===== config.mk =====
export PLATFORM = sky130hd
export DESIGN_NAME = uart_tx_scheduler
export DESIGN_NICKNAME = d
export VERILOG_FILES = /design/src/rtl/uart_pkg.sv /design/src/rtl/rr_arbiter.sv /design/src/rtl/uart_tx_scheduler.sv
export SDC_FILE = /design/constraint.sdc
export NUM_CORES = 1
export LEC_CHECK = 0
export BUFFER_PORTS_ARGS = -buffer_cell sky130_fd_sc_hd__buf_2
export CAP_MARGIN = 25
export CORE_MARGIN = 3
export CORE_UTILIZATION = 49
export CTS_CLUSTER_DIAMETER = 100
export DETAILED_ROUTE_END_ITERATION = 12
export GPL_TIMING_DRIVEN = 0
export MAX_ROUTING_LAYER = met4
export PLACE_DENSITY_LB_ADDON = 0.1
export SKIP_LAST_GASP = 1
export SYNTH_ARGS = -nofsm -noshare
export SYNTH_HDL_FRONTEND = slang
export SYNTH_SLANG_ARGS = --single-unit

===== constraint.sdc =====
create_clock -name clk_in -period 3.93 [get_ports clk_in]
set_input_delay 0.786 -clock clk_in [delete_from_list [all_inputs] [get_ports clk_in]]
set_output_delay 0.786 -clock clk_in [all_outputs]
set_load 0.05 [all_outputs]

===== src/rtl/uart_pkg.sv =====
`default_nettype none
// ============================================================================
// Module      : uart_pkg
// Description : Shared types and constants for the UART TX scheduling path.
// Revision    : 1.0 - initial release
// ============================================================================
package uart_pkg;

    localparam int c_BYTE_W = 8;

    localparam logic [1:0] c_ST_IDLE  = 2'd0;
    localparam logic [1:0] c_ST_ISSUE = 2'd1;
    localparam logic [1:0] c_ST_WAIT  = 2'd2;
    localparam logic [1:0] c_ST_GAP   = 2'd3;

    typedef enum logic [1:0] {
        IDLE  = c_ST_IDLE,
        ISSUE = c_ST_ISSUE,
        WAIT  = c_ST_WAIT,
        GAP   = c_ST_GAP
    } sched_state_t;

endpackage
`default_nettype wire


===== src/rtl/rr_arbiter.sv =====
`default_nettype none
// ============================================================================
// Module      : rr_arbiter
// Description : Combinational round-robin pick: first asserted request at or
//               after the pointer, wrapping modulo NUM_REQ.
// Revision    : 1.0 - initial release
// ============================================================================
module rr_arbiter
    import uart_pkg::*;
#(
    parameter int NUM_REQ = 4,
    parameter int IDX_W   = 2
) (
    input  logic [NUM_REQ-1:0] req_in,
    input  logic [IDX_W-1:0]   ptr_in,
    output logic [NUM_REQ-1:0] grant_oh_out,
    output logic [IDX_W-1:0]   grant_idx_out,
    output logic               grant_valid_out
);

    int               w_sum;
    logic [IDX_W-1:0] w_idx;

    always_comb begin
        grant_oh_out    = '0;
        grant_idx_out   = '0;
        grant_valid_out = 1'b0;
        w_sum           = 0;
        w_idx           = '0;
        for (int i = 0; i < NUM_REQ; i++) begin
            w_sum = int'(ptr_in) + i;
            if (w_sum >= NUM_REQ) begin
                w_sum = w_sum - NUM_REQ;
            end
            w_idx = IDX_W'(w_sum);
            if (!grant_valid_out && req_in[w_idx]) begin
                grant_valid_out      = 1'b1;
                grant_idx_out        = w_idx;
                grant_oh_out[w_idx]  = 1'b1;
            end
        end
    end

endmodule
`default_nettype wire


===== src/rtl/uart_tx_scheduler.sv =====
`default_nettype none
// ============================================================================
// Module      : uart_tx_scheduler
// Description : Packet-granular round-robin sharing of one UART transmitter
//               among NUM_REQ byte-stream requesters, with gap and stall abort.
// Revision    : 1.0 - initial release
// ============================================================================
module uart_tx_scheduler
    import uart_pkg::*;
#(
    parameter int NUM_REQ       = 4,
    parameter int GAP_CYCLES    = 0,
    parameter int STALL_TIMEOUT = 1_000_000
) (
    input  logic                              clk_in,
    input  logic                              rst_in,
    input  logic [NUM_REQ-1:0]                req_valid_in,
    input  logic [NUM_REQ-1:0][c_BYTE_W-1:0]  req_data_in,
    input  logic [NUM_REQ-1:0]                req_last_in,
    output logic [NUM_REQ-1:0]                req_ready_out,
    output logic                              tx_trigger_out,
    output logic [c_BYTE_W-1:0]               tx_data_out,
    input  logic                              tx_busy_in,
    output logic [$clog2(NUM_REQ)-1:0]        grant_out,
    output logic                              active_out,
    output logic                              abort_out
);

    localparam int c_IDX_W     = $clog2(NUM_REQ);
    localparam int c_STALL_W   = (STALL_TIMEOUT > 0) ? $clog2(STALL_TIMEOUT + 1) : 1;
    localparam int c_GAP_W     = (GAP_CYCLES > 0) ? $clog2(GAP_CYCLES + 1) : 1;
    localparam bit c_ABORT_EN  = (STALL_TIMEOUT > 0);

    sched_state_t           r_state;
    logic [c_IDX_W-1:0]     r_grant;
    logic [NUM_REQ-1:0]     r_grant_oh;
    logic [c_IDX_W-1:0]     r_rr_ptr;
    logic                   r_last;
    logic                   r_mid;
    logic [c_STALL_W-1:0]   r_stall_cnt;
    logic [c_GAP_W-1:0]     r_gap_cnt;

    logic [NUM_REQ-1:0]     w_arb_oh;
    logic [c_IDX_W-1:0]     w_arb_idx;
    logic                   w_arb_valid;
    logic                   w_sel_valid;
    logic [c_BYTE_W-1:0]    w_sel_data;
    logic                   w_sel_last;
    logic                   w_fire;
    logic                   w_stall;
    logic                   w_abort;
    logic [c_IDX_W-1:0]     w_ptr_next;

    rr_arbiter #(
        .NUM_REQ (NUM_REQ),
        .IDX_W   (c_IDX_W)
    ) u_rr_arbiter (
        .req_in          (req_valid_in),
        .ptr_in          (r_rr_ptr),
        .grant_oh_out    (w_arb_oh),
        .grant_idx_out   (w_arb_idx),
        .grant_valid_out (w_arb_valid)
    );

    always_comb begin
        w_sel_valid = req_valid_in[r_grant];
        w_sel_data  = req_data_in[r_grant];
        w_sel_last  = req_last_in[r_grant];
        w_fire      = (r_state == ISSUE) && w_sel_valid && !tx_busy_in;
        // Only a packet with at least one byte already sent can stall.
        w_stall     = (r_state == ISSUE) && !w_sel_valid && r_mid;
        w_abort     = c_ABORT_EN && w_stall &&
                      (r_stall_cnt == c_STALL_W'(STALL_TIMEOUT - 1));
        w_ptr_next  = (r_grant == c_IDX_W'(NUM_REQ - 1)) ? '0 : r_grant + 1'b1;
    end

    assign tx_trigger_out = w_fire;
    assign req_ready_out  = w_fire ? r_grant_oh : '0;
    assign tx_data_out    = (r_state == ISSUE) ? w_sel_data : '0;
    assign active_out     = (r_state == ISSUE) || (r_state == WAIT);
    assign abort_out      = w_abort;
    assign grant_out      = r_grant;

    always_ff @(posedge clk_in or posedge rst_in) begin
        if (rst_in) begin
            r_state     <= IDLE;
            r_grant     <= '0;
            r_grant_oh  <= '0;
            r_rr_ptr    <= '0;
            r_last      <= 1'b0;
            r_mid       <= 1'b0;
            r_stall_cnt <= '0;
            r_gap_cnt   <= '0;
        end else begin
            case (r_state)
                IDLE: begin
                    if (w_arb_valid) begin
                        r_grant     <= w_arb_idx;
                        r_grant_oh  <= w_arb_oh;
                        r_mid       <= 1'b0;
                        r_stall_cnt <= '0;
                        r_state     <= ISSUE;
                    end
                end
                ISSUE: begin
                    if (w_fire) begin
                        r_last      <= w_sel_last;
                        r_mid       <= 1'b1;
                        r_stall_cnt <= '0;
                        r_state     <= WAIT;
                    end else if (w_abort) begin
                        r_rr_ptr    <= w_ptr_next;
                        r_mid       <= 1'b0;
                        r_stall_cnt <= '0;
                        r_state     <= IDLE;
                    end else if (w_stall && c_ABORT_EN) begin
                        r_stall_cnt <= r_stall_cnt + 1'b1;
                    end
                end
                WAIT: begin
                    if (!tx_busy_in) begin
                        if (r_last) begin
                            r_rr_ptr <= w_ptr_next;
                            r_mid    <= 1'b0;
                            r_state  <= (GAP_CYCLES > 0) ? GAP : IDLE;
                        end else begin
                            r_state  <= ISSUE;
                        end
                    end
                end
                GAP: begin
                    if (r_gap_cnt == c_GAP_W'(GAP_CYCLES - 1)) begin
                        r_gap_cnt <= '0;
                        r_state   <= IDLE;
                    end else begin
                        r_gap_cnt <= r_gap_cnt + 1'b1;
                    end
                end
                default: r_state <= IDLE;
            endcase
        end
    end

endmodule
`default_nettype wire

## Yosys cells after proc, flatten, opt, wreduce, memory -nomap -nowiden

Index checks and enable logic that the tools add are counted.

- $add $sub $neg: 10
- Order comparisons: 13
- Eq/ne operators: 13
- Multiplexer cells: 65
- Bitwise operators: 3
- Reduce and logical (&&, ||, !) cells: 28

Operator list:

| kind | number |
|---|---|
| 20-bit two-way mux | 4 |
| 20-bit case mux with 2 select lines | 1 |
| 2-bit two-way mux | 18 |
| 1-bit two-way mux | 21 |
| 20-bit by 1-bit adder with 20-bit output (second input constant) | 1 |
| 20-bit equality test (second input constant) | 1 |
| 4-bit two-way mux | 5 |
| 8-bit binary-select mux with 2-bit select | 1 |
| 8-bit two-way mux | 2 |
| 2-bit by 3-bit less-than comparator with 1-bit output (second input constant) | 5 |
| 1-bit binary-select mux with 2-bit select | 6 |
| 1-bit logical AND | 12 |
| 4-bit bitwise OR | 3 |
| 2-bit != test (second input constant) | 5 |
| 5-bit AND reduction | 2 |
| 3-bit >= comparator (second input constant) | 3 |
| 1-bit demux with 2-bit select | 4 |
| 2-bit by 1-bit >= comparator with 1-bit output (second input constant) | 4 |
| 2-bit case mux with 4 select lines | 1 |
| 2-bit by 1-bit subtractor with 2-bit output (second input constant) | 4 |
| 2-bit by 2-bit adder with 3-bit output (second input constant) | 2 |
| 2-bit equality test (second input constant) | 3 |
| 1-bit zero test | 5 |
| 4-bit != test (second input constant) | 1 |
| 16 further kinds | 18 |

- Bits in registers: 33
- Bits of input ports: 43
- Output and inout port bits: 17
- Logic and storage cells: 140

## Longest topological paths before layout

Gate-level depths: netlist (run 1).

- Depth in word-level cells: 16
- Gate-level depth with buffers: 12
- Depth with buffers taken out: 7

## By module

From an unflattened synthesis (run 1), not the netlist that was laid out.

- Cell total of the unflattened synthesis: 257
- Area, all modules: 2538.7 µm²

By module, submodules not included:

| module | instances | cells each | area an instance (µm²) | sequential area each (µm²) |
|---|---|---|---|---|
| uart_tx_scheduler | 1 | 212 | 2117.0 | 825.8 |
| rr_arbiter | 1 | 45 | 421.7 | 0.0 |

## Least setup slack after synthesis (run 1)

OpenSTA, ideal clock, no wires.

- Path kind: input port to output port
- Start: in req_valid_in[2]
- End: out req_ready_out[0]
- Arrival: 2620 ps
- Required time: 3144 ps
- Path slack: 524 ps
- Cell stages on the path: 6
- Buffers on the path: 2
- Cell sequence: clkbuf_2 -> mux4_2 -> nand3_1 -> inv_1 -> clkbuf_1 -> and2_1

- Word-level cells in the longest chain between the ends: 5

Ends and longest elaborated chain:

| item | RTL line | source |
|---|---|---|
| start, declared | uart_tx_scheduler.sv:17 | `input logic [NUM_REQ-1:0] req_valid_in,` |
| 1-bit binary-select mux with 2-bit select | uart_tx_scheduler.sv:66 | `w_sel_valid = req_valid_in[r_grant];` |
| 1-bit two-way mux (not written as such) | uart_tx_scheduler.sv:66 |  |
| 1-bit logical AND (2 in series) | uart_tx_scheduler.sv:69 | `w_fire = (r_state == ISSUE) && w_sel_valid && !tx_busy_in;` |
| via tx_trigger_out | uart_tx_scheduler.sv:21 | `output logic tx_trigger_out,` |
| 4-bit two-way mux | uart_tx_scheduler.sv:78 | `assign req_ready_out = w_fire ? r_grant_oh : '0;` |
| end, declared | uart_tx_scheduler.sv:20 | `output logic [NUM_REQ-1:0] req_ready_out,` |

The timed path passes the listed nets, and every way through them passes these cells. The select of a mux whose other input is x is not followed.

## Worst setup path in the final report (run 1)

- Start: reg r_rr_ptr[0]
- End: reg r_grant[1] (netlist: grant_out[1])

- Word-level cells in the longest chain between the ends: 15
- Elaborated cells on any way between the ends: 38
- Those cells by class: add/sub (7); order compare (4); mux (20); reduce/logical (7)

Ends and longest elaborated chain:

| item | RTL line | source |
|---|---|---|
| start, declared | uart_tx_scheduler.sv:37 | `logic [c_IDX_W-1:0] r_rr_ptr;` |
| start signal, assigned | uart_tx_scheduler.sv:112 | `r_rr_ptr <= w_ptr_next;` |
| start signal, assigned | uart_tx_scheduler.sv:123 | `r_rr_ptr <= w_ptr_next;` |
| branches (longest 15 deep; another with 2-bit by 1-bit adder with 3-bit output) | n/a |  |
| end signal, assigned | uart_tx_scheduler.sv:98 | `r_grant <= w_arb_idx;` |
| end, declared | uart_tx_scheduler.sv:35 | `logic [c_IDX_W-1:0] r_grant;` |

Several ways; the timed one is not identified. The select of a mux whose other input is x is not followed.
A chain may end at the register's enable or synchronous reset.

==> impl_metrics.py, run 1 <==
metrics = {
    "run_status": {
        "outcome": "complete, no violations",
    },
    "setup_path": {
        "critPathMaxFanout": 10,
        "crit_required_ns": 4.13,
        "timing.critical_path.slowest_stage_cell": "a21boi_0",
        "cp_cell_sequence": "buf_6, clkbuf_1, inv_1, ha_1, clkbuf_1, or4b_4, a21boi_0, nor3_1, o31ai_1",
        "slowest_delay_ns": 0.59,
        "endpoint_kind": "flip-flop",
        "rr_startpoint": "r_rr_ptr[0]",
        "startpoint": "r_rr_ptr[0]",
        "crit_type": "reg2reg",
        "start_kind": "flip-flop",
        "crit_arrival_ns": 3.65,
        "timing.critical_path.mode_cell": "clkbuf_1",
        "crit_family": "buffers and inverters",
        "worstPathBufferInverterCount": 4,
    },
    "power": {
        "p_int_uw": 1176,
        "leakage_uw": 0.001400,
        "netSwitchingFraction": 0.5069,
        "ir_drop_v": 0.0004604,
        "clkPwrFrac": 0.112,
        "power.density_mw_per_mm2": 734.4,
        "combinationalPowerShare": 0.683,
        "power.total_uw": 2385,
        "p_seq_frac": 0.204,
        "p_switching_uw": 1209,
    },
    "finish": {
        "final_layout_size_suffix_gt1_frac": 0.3170,
        "final_common_cell": "buf_2",
        "syn_to_final_growth_pct": 18.05,
        "design_area_mm2": 0.003248,
        "nNetsFinal": 404,
        "antenna_cells": 0,
        "final_cell_mix": "buf_2, dfrtp_1, a21oi_1",
    },
    "worst_hold_path": {
        "min_path_type": "reg2reg",
        "min_from": "r_grant_oh[3]",
    },
    "detailed_routing": {
        "routed_wl_um": 6994,
        "routedWlPerCell_um": 16.77,
        "ant_nets": 0,
        "drc": 0,
        "drt-vias-per-instance": 6.141,
        "vias": 2561,
        "drt_iter0_drc": 162,
        "drt-pass1-iter-count": 4,
    },
    "placement": {
        "io_buffers": 59,
        "gp_congestion": 0.9233,
        "dpl_cell_area_mm2": 0.003162,
        "dp_hpwl_um": 5355,
    },
    "floorplanning": {
        "die-area_mm2": 0.006550,
        "ioPinCount": 60,
        "die_height_um": 80.94,
        "initial_core_util": 0.5221,
        "dieWidth_um": 80.94,
        "rows": 26,
        "core_mm2": 0.005270,
    },
    "timing": {
        "drv_slew": 0,
        "rsz0062_at_grt": "false",
        "worst_pin_slew_ns": 0.7696,
        "finalSetupViolCount": 0,
        "relSlewSlack": 0.4864,
        "finalCriticalPeriod_ns": 3.448,
        "skew_ns": 0.005708,
        "finalSetupTns_ns": 0,
        "timing.fmax_mhz": 290.0,
        "hold_viol": 0,
        "period_share": 0.8774,
    },
    "synthesis": {
        "synthCells": 280,
        "synth_edf_count": 0,
        "synth_area_per_cell_um2": 9.826,
        "async_flop_share": 1.000,
        "synth_area_mm2": 0.002751,
        "synth_cell_types": 53,
        "ys_warn_count": 0,
        "ys_seq_area_frac": 0.3001,
        "synth_seq_cells": 33,
        "syn-num-nets": 337,
        "ys.flop_type": "dfrtp_1",
    },
    "clock_tree": {
        "cts-root-buf": "clkbuf_8",
        "cts_tree": "built",
        "cts_resized": 0,
        "cts_made_buffers": 5,
        "clockBufferDepth": 2,
        "cts_hold_buffers": 0,
        "clock-sinks": 33,
        "clk_latency_ns": 0.29,
        "h-tree-depth": 2,
        "clk_pin_slew_ns": 0.07,
        "cts_setup_buffers": 0,
    },
    "grt": {
        "grt_use_total": 0.2449,
        "grt_overflow": 0,
        "first_global_vias": 2576,
        "antenna_found_initial": 0,
        "grt_max_degree": 18,
        "grt_pass1_wl_um": 12120,
    },
    "job": {
        "max-cap-violations": 0,
    },
}
==> Yosys cell counts, drive strengths merged (2+ instances only) <==
cell / number / area share
a21oi: 22 / 0.040
a221oi: 5 / 0.016
a2bb2oi: 4 / 0.013
and2: 12 / 0.027
and3: 4 / 0.0091
and4: 4 / 0.013
buf: 10 / 0.030
clkbuf: 8 / 0.011
dfrtp: 33 / 0.30
ha: 14 / 0.064
inv: 13 / 0.018
mux2: 9 / 0.040
mux2i: 3 / 0.011
mux4: 13 / 0.11
nand2: 16 / 0.022
nand2b: 2 / 0.0045
nand3: 2 / 0.0036
nand4: 9 / 0.020
nor2: 15 / 0.020
nor2b: 3 / 0.0068
nor3: 7 / 0.013
nor4: 10 / 0.034
nor4bb: 2 / 0.0073
o211a: 2 / 0.0073
o21ai: 14 / 0.025
o31ai: 11 / 0.032
o41ai: 6 / 0.019
or4: 8 / 0.022
or4b: 5 / 0.020
==> registers in the layout, indices dropped and copies added, names as in the netlist <==
| signal | cells |
|---|---|
| r_gap_cnt | 1 |
| r_grant_oh | 4 |
| r_mid | 1 |
| r_state | 2 |
| r_rr_ptr | 2 |
| r_stall_cnt | 20 |
| r_last | 1 |
| grant_out | 2 |
==> power groups by stage <==
stage | Combinational, uW | Sequential (uW) | Clock [uW]
final | 1630 | 488 | 268
after global routing | 1780 | 502 | 287
after CTS | 1630 | 489 | 269
after detailed placement | 1630 | 493 | 0
after global placement | 1600 | 493 | 0
after floorplan | 1260 | 508 | 0
==> layer usage <==
layer  share of wire  global-route usage  vias to the layer above
met2            0.49              0.4105                      101
li1                -                   -                     1230
met4           0.017             0.09122                        0
met1            0.43              0.2983                     1217
met5               0                   -                        -
met3           0.058             0.03769                       13
==> per-stage QoR <==
step | setup slack (ns) | hold WS [ns] | cells | utilization
2_1_floorplan | 0.5244 | 0.4418 | 280 | -
3_3_place_gp | 0.5619 | 0.4547 | 409 | 0.5947
3_5_place_dp | 0.5490 | 0.4621 | 410 | 0.6000
4_1_cts | 0.5039 | 0.4754 | 417 | 0.6163
5_1_grt | 0.1957 | 0.5024 | 417 | 0.6163
6_report | 0.4819 | 0.4716 | 417 | 0.6163
==> logic make-up after synthesis <==
logic type                 count (synthesis)  share of synthesized area
DFF                                       33                     0.3001
adders and majority gates                 14                    0.06367
AOI/OAI and AO/OA                         73                     0.1837
muxes                                     25                     0.1569
buffers and inverters                     31                    0.05912
xor gates and xnor gates                   1                   0.003184
and+or+nand+nor                          103                     0.2333
==> final timing paths <==
| path | to | slack (ns) | cells after the start |
|---|---|---|---|
| max in group asynchronous | r_rr_ptr[0] | 2.77 | 3 |
| worst max register to register | grant_out[1] | 0.48 | 9 |
| worst max-delay path | grant_out[1] | 0.48 | 9 |
| min in group asynchronous | r_stall_cnt[13] | 0.62 | 2 |
| worst min-delay path | r_grant_oh[3] | 0.47 | 2 |
| worst min register to register | r_grant_oh[3] | 0.47 | 2 |
==> tightest hold or removal path, stage by stage (launching register included) <==
cell	delay [ns]
dfrtp_1	0.33
nand2_1	0.05
o21ai_0	0.06
==> cell type report <==
class | instances | area, um^2
timing repair buffer | 60 | 322.8
clock buffer | 7 | 86.33
fill | 494 | 2022
buffer | 18 | 113.9
sequential | 33 | 825.8
inverter | 13 | 48.80
tap | 70 | 87.58
multi-input combinational | 216 | 1763
(Power assumes the default switching activity.)
==> inputs of run 2 (changes only) <==
--- a/config.mk
+++ b/config.mk
@@ -5,6 +5,7 @@
 export SDC_FILE = /design/constraint.sdc
 export NUM_CORES = 1
 export LEC_CHECK = 0
+export ABC_AREA = 1
 export BUFFER_PORTS_ARGS = -buffer_cell sky130_fd_sc_hd__buf_2
 export CAP_MARGIN = 25
 export CORE_MARGIN = 3
@@ -13,7 +14,7 @@
 export DETAILED_ROUTE_END_ITERATION = 12
 export GPL_TIMING_DRIVEN = 0
 export MAX_ROUTING_LAYER = met4
-export PLACE_DENSITY_LB_ADDON = 0.1
+export PLACE_DENSITY = 0.79
 export SKIP_LAST_GASP = 1
 export SYNTH_ARGS = -nofsm -noshare
 export SYNTH_HDL_FRONTEND = slang
==> run 2 against run 1 <==
  * Combinational power up 15%
  * Sequential power up 3%
  * Sequential cell count unchanged
  * Sequential share of layout area down 2.2 points
  * Total power up 11%
  * Count of clock-buffer cells in the layout unchanged
  * Clock power up 8.6%
  * Final area up 9.6%
  * Register-to-register slack better by 1.2 ns
  * Fmax up 20%
  * Critical path depth down 3
==> impl_metrics.py, run 2 <==
metrics = {
    "detailed_routing": {
        "drc": 0,
        "met1Wirelength_um": 3761,
        "vias": 3367,
        "routedWlPerCell_um": 13.07,
        "ant_nets": 0,
        "top_layer_used": "met4",
        "routed_wl_um": 8233,
        "met2_length_um": 3770,
        "drt-vias-per-instance": 5.344,
        "dr_wl_met3_um": 613,
        "drt_iter0_drc": 241,
        "drt-pass1-iter-count": 5,
    },
    "finish": {
        "reg_top3": "r_stall_cnt x20, r_grant_oh x4",
        "fin_util": 0.5979,
        "top_register": "r_stall_cnt",
        "antenna_cells": 0,
        "fillerInstances": 609,
        "seq_area_um2": 825.8,
        "final_layout_size_suffix_gt1_frac": 0.1874,
        "largest_register_ffs": 20,
        "syn_to_final_growth_pct": 17.02,
        "multi_input_area_mm2": 0.001933,
        "final_common_cell": "nand2_1",
        "nNetsFinal": 611,
        "final_cell_mix": "nand2_1, nor2_1, buf_2",
    },
    "placement": {
        "gp_congestion": 0.9806,
        "dp_hpwl_um": 6398,
        "io_buffers": 59,
    },
    "run_status": {
        "outcome": "complete, no violations",
    },
    "setup_path": {
        "endpoint_kind": "primary output",
        "critPathMaxFanout": 10,
        "crit_arrival_ns": 2.08,
        "crit_required_ns": 3.14,
        "slowest_delay_ns": 0.44,
        "cp_cell_sequence": "inv_2, clkbuf_1, clkbuf_1, o21ai_0, a21oi_1, buf_2",
        "worstPathBufferInverterCount": 4,
        "timing.critical_path.slowest_stage_cell": "dfrtp_1",
        "start_kind": "flip-flop",
        "crit_type": "reg2out",
        "crit_family": "buffers and inverters",
        "timing.critical_path.mode_cell": "clkbuf_1",
    },
    "worst_hold_path": {
        "min_path_type": "reg2reg",
    },
    "clock_tree": {
        "cts_hold_buffers": 0,
        "clk_latency_ns": 0.29,
        "clock-sinks": 33,
        "cts_setup_buffers": 0,
        "clockBufferDepth": 2,
        "clk_pin_slew_ns": 0.07,
        "cts-root-buf": "clkbuf_8",
        "cts_resized": 0,
        "h-tree-depth": 2,
        "cts_made_buffers": 5,
        "cts_tree": "built",
    },
    "synthesis": {
        "yosysTopAreaCell": "dfrtp_1",
        "synth_seq_cells": 33,
        "yosysMostFrequentCell": "nand2_1",
        "synthCells": 487,
        "synth-adder-area-share": 0.05757,
        "ys_warn_count": 0,
        "synth_compound_gate_area_share": 0.09416,
        "async_flop_share": 1.000,
        "synth_cell_types": 31,
        "synth_area_mm2": 0.003043,
        "synth_area_per_cell_um2": 6.248,
        "synth_top_family_by_area": "simple AND/OR/NAND/NOR gates",
        "yosys.area_share.simple": 0.4576,
        "synth_edf_count": 0,
        "synth_mux_area_frac": 0,
        "ys_seq_area_frac": 0.2714,
        "synth_area_leaders": "dfrtp_1, nand2_1, nor2_1",
        "ys_top_cells_by_count": "nand2_1, nor2_1, inv_1",
        "ys.flop_type": "dfrtp_1",
        "synth_top_area_share": 0.2714,
        "syn-num-nets": 544,
        "synth-xor-area-share": 0.02590,
    },
    "timing": {
        "finalCriticalPeriod_ns": 2.862,
        "finalSetupTns_ns": 0,
        "finalSetupViolCount": 0,
        "worst_pin_slew_ns": 0.5491,
        "timing.fmax_mhz": 349.4,
        "drv_slew": 0,
        "period_share": 0.7282,
        "rsz0062_at_grt": "false",
        "skew_ns": 0.01203,
        "hold_viol": 0,
        "relSlewSlack": 0.6335,
    },
    "grt": {
        "grt_pass1_wl_um": 13740,
        "first_global_vias": 3005,
        "antenna_found_initial": 0,
        "grt_use_total": 0.2389,
        "grt_max_degree": 23,
        "grt_overflow": 0,
    },
    "power": {
        "power.density_mw_per_mm2": 746.8,
        "ir_drop_v": 0.0005836,
        "leakage_uw": 0.001822,
    },
    "floorplanning": {
        "rows": 28,
        "die_height_um": 84.81,
        "die-area_mm2": 0.007192,
        "initial_core_util": 0.5109,
        "core_mm2": 0.005956,
        "dieWidth_um": 84.81,
        "ioPinCount": 60,
    },
    "job": {
        "max-cap-violations": 0,
    },
}
run 2: cell types whose count changed after synthesis, sizes merged, moves of 9 or more:
| cell | previous run | this run |
|---|---|---|
| nand2 | 16 | 156 |
| nor2 | 15 | 84 |
| nand3 | 2 | 38 |
| inv | 13 | 48 |
| o21ai | 14 | 40 |
| nand4 | 9 | 26 |
| mux4 | 13 | 0 |
| a21oi | 22 | 10 |
| and2 | 12 | 0 |
| o31ai | 11 | 0 |
| mux2 | 9 | 0 |
| nor4 | 10 | 1 |
run 2: cell type report:
type | count | area share
Multi-Input combinational cell | 390 | 0.5429
Clock inverter | 1 | 0.001405
Sequential cell | 33 | 0.2319
Clock buffer | 7 | 0.02706
Timing Repair Buffer | 60 | 0.09065
Tap cell | 75 | 0.02635
Inverter | 48 | 0.05130
Buffer | 16 | 0.02846
run 2: worst paths after layout:
kind,endpoint,depth (start not counted),slack (ns),start
worst max-delay path,tx_data_out[3],6,1.07,grant_out[0]
worst min-delay path,r_gap_cnt,1,0.47,r_gap_cnt
worst max register to register,grant_out[1],11,1.65,r_rr_ptr[1]
worst min register to register,r_gap_cnt,1,0.47,r_gap_cnt
max in group asynchronous,r_stall_cnt[12],3,2.89,rst_in
min in group asynchronous,r_stall_cnt[14],2,0.52,rst_in
run 2: report_power, final:
group | switching, uW | internal [uW]
clock network | 132 | 158
registers | 82.8 | 420
logic | 1310 | 553
run 2: through the flow:
step,total power (uW),cells,area [um^2],setup WS (ns),hold WS (ns)
after floorplan,1941,487,3043,0.5336,0.4416
after global placement,2313,621,3432,1.148,0.4550
after detailed placement,2368,622,3460,1.142,0.4583
after CTS,2665,630,3561,1.044,0.4716
after global routing,2882,630,3561,0.8295,0.4937
final,2659,630,3561,1.068,0.4697
run 2: cell families after synthesis:
group / Yosys count
buffers and inverters: 64
adder cells (fa/ha/maj): 14
AND/OR/NAND/NOR: 313
flip-flops: 33
AO/OA/AOI/OAI: 54
XOR/XNOR: 9
run 2: per-layer routing:
metal  track usage  vias to the layer above
li1              -                     1701
met4       0.05468                        0
met5             -                        -
met2        0.3758                      145
met1        0.3230                     1504
met3       0.04024                       17
run 2: worst reg2reg max path: stages (launching register included):
cell     delay [ns]
dfrtp_1        0.52
inv_1          0.21
ha_1           0.38
inv_1          0.09
nand2_1        0.05
nand2_1        0.12
inv_1          0.07
nor2_1         0.35
nand2_1        0.10
nand3_1        0.09
o21ai_0        0.10
o21ai_0        0.11
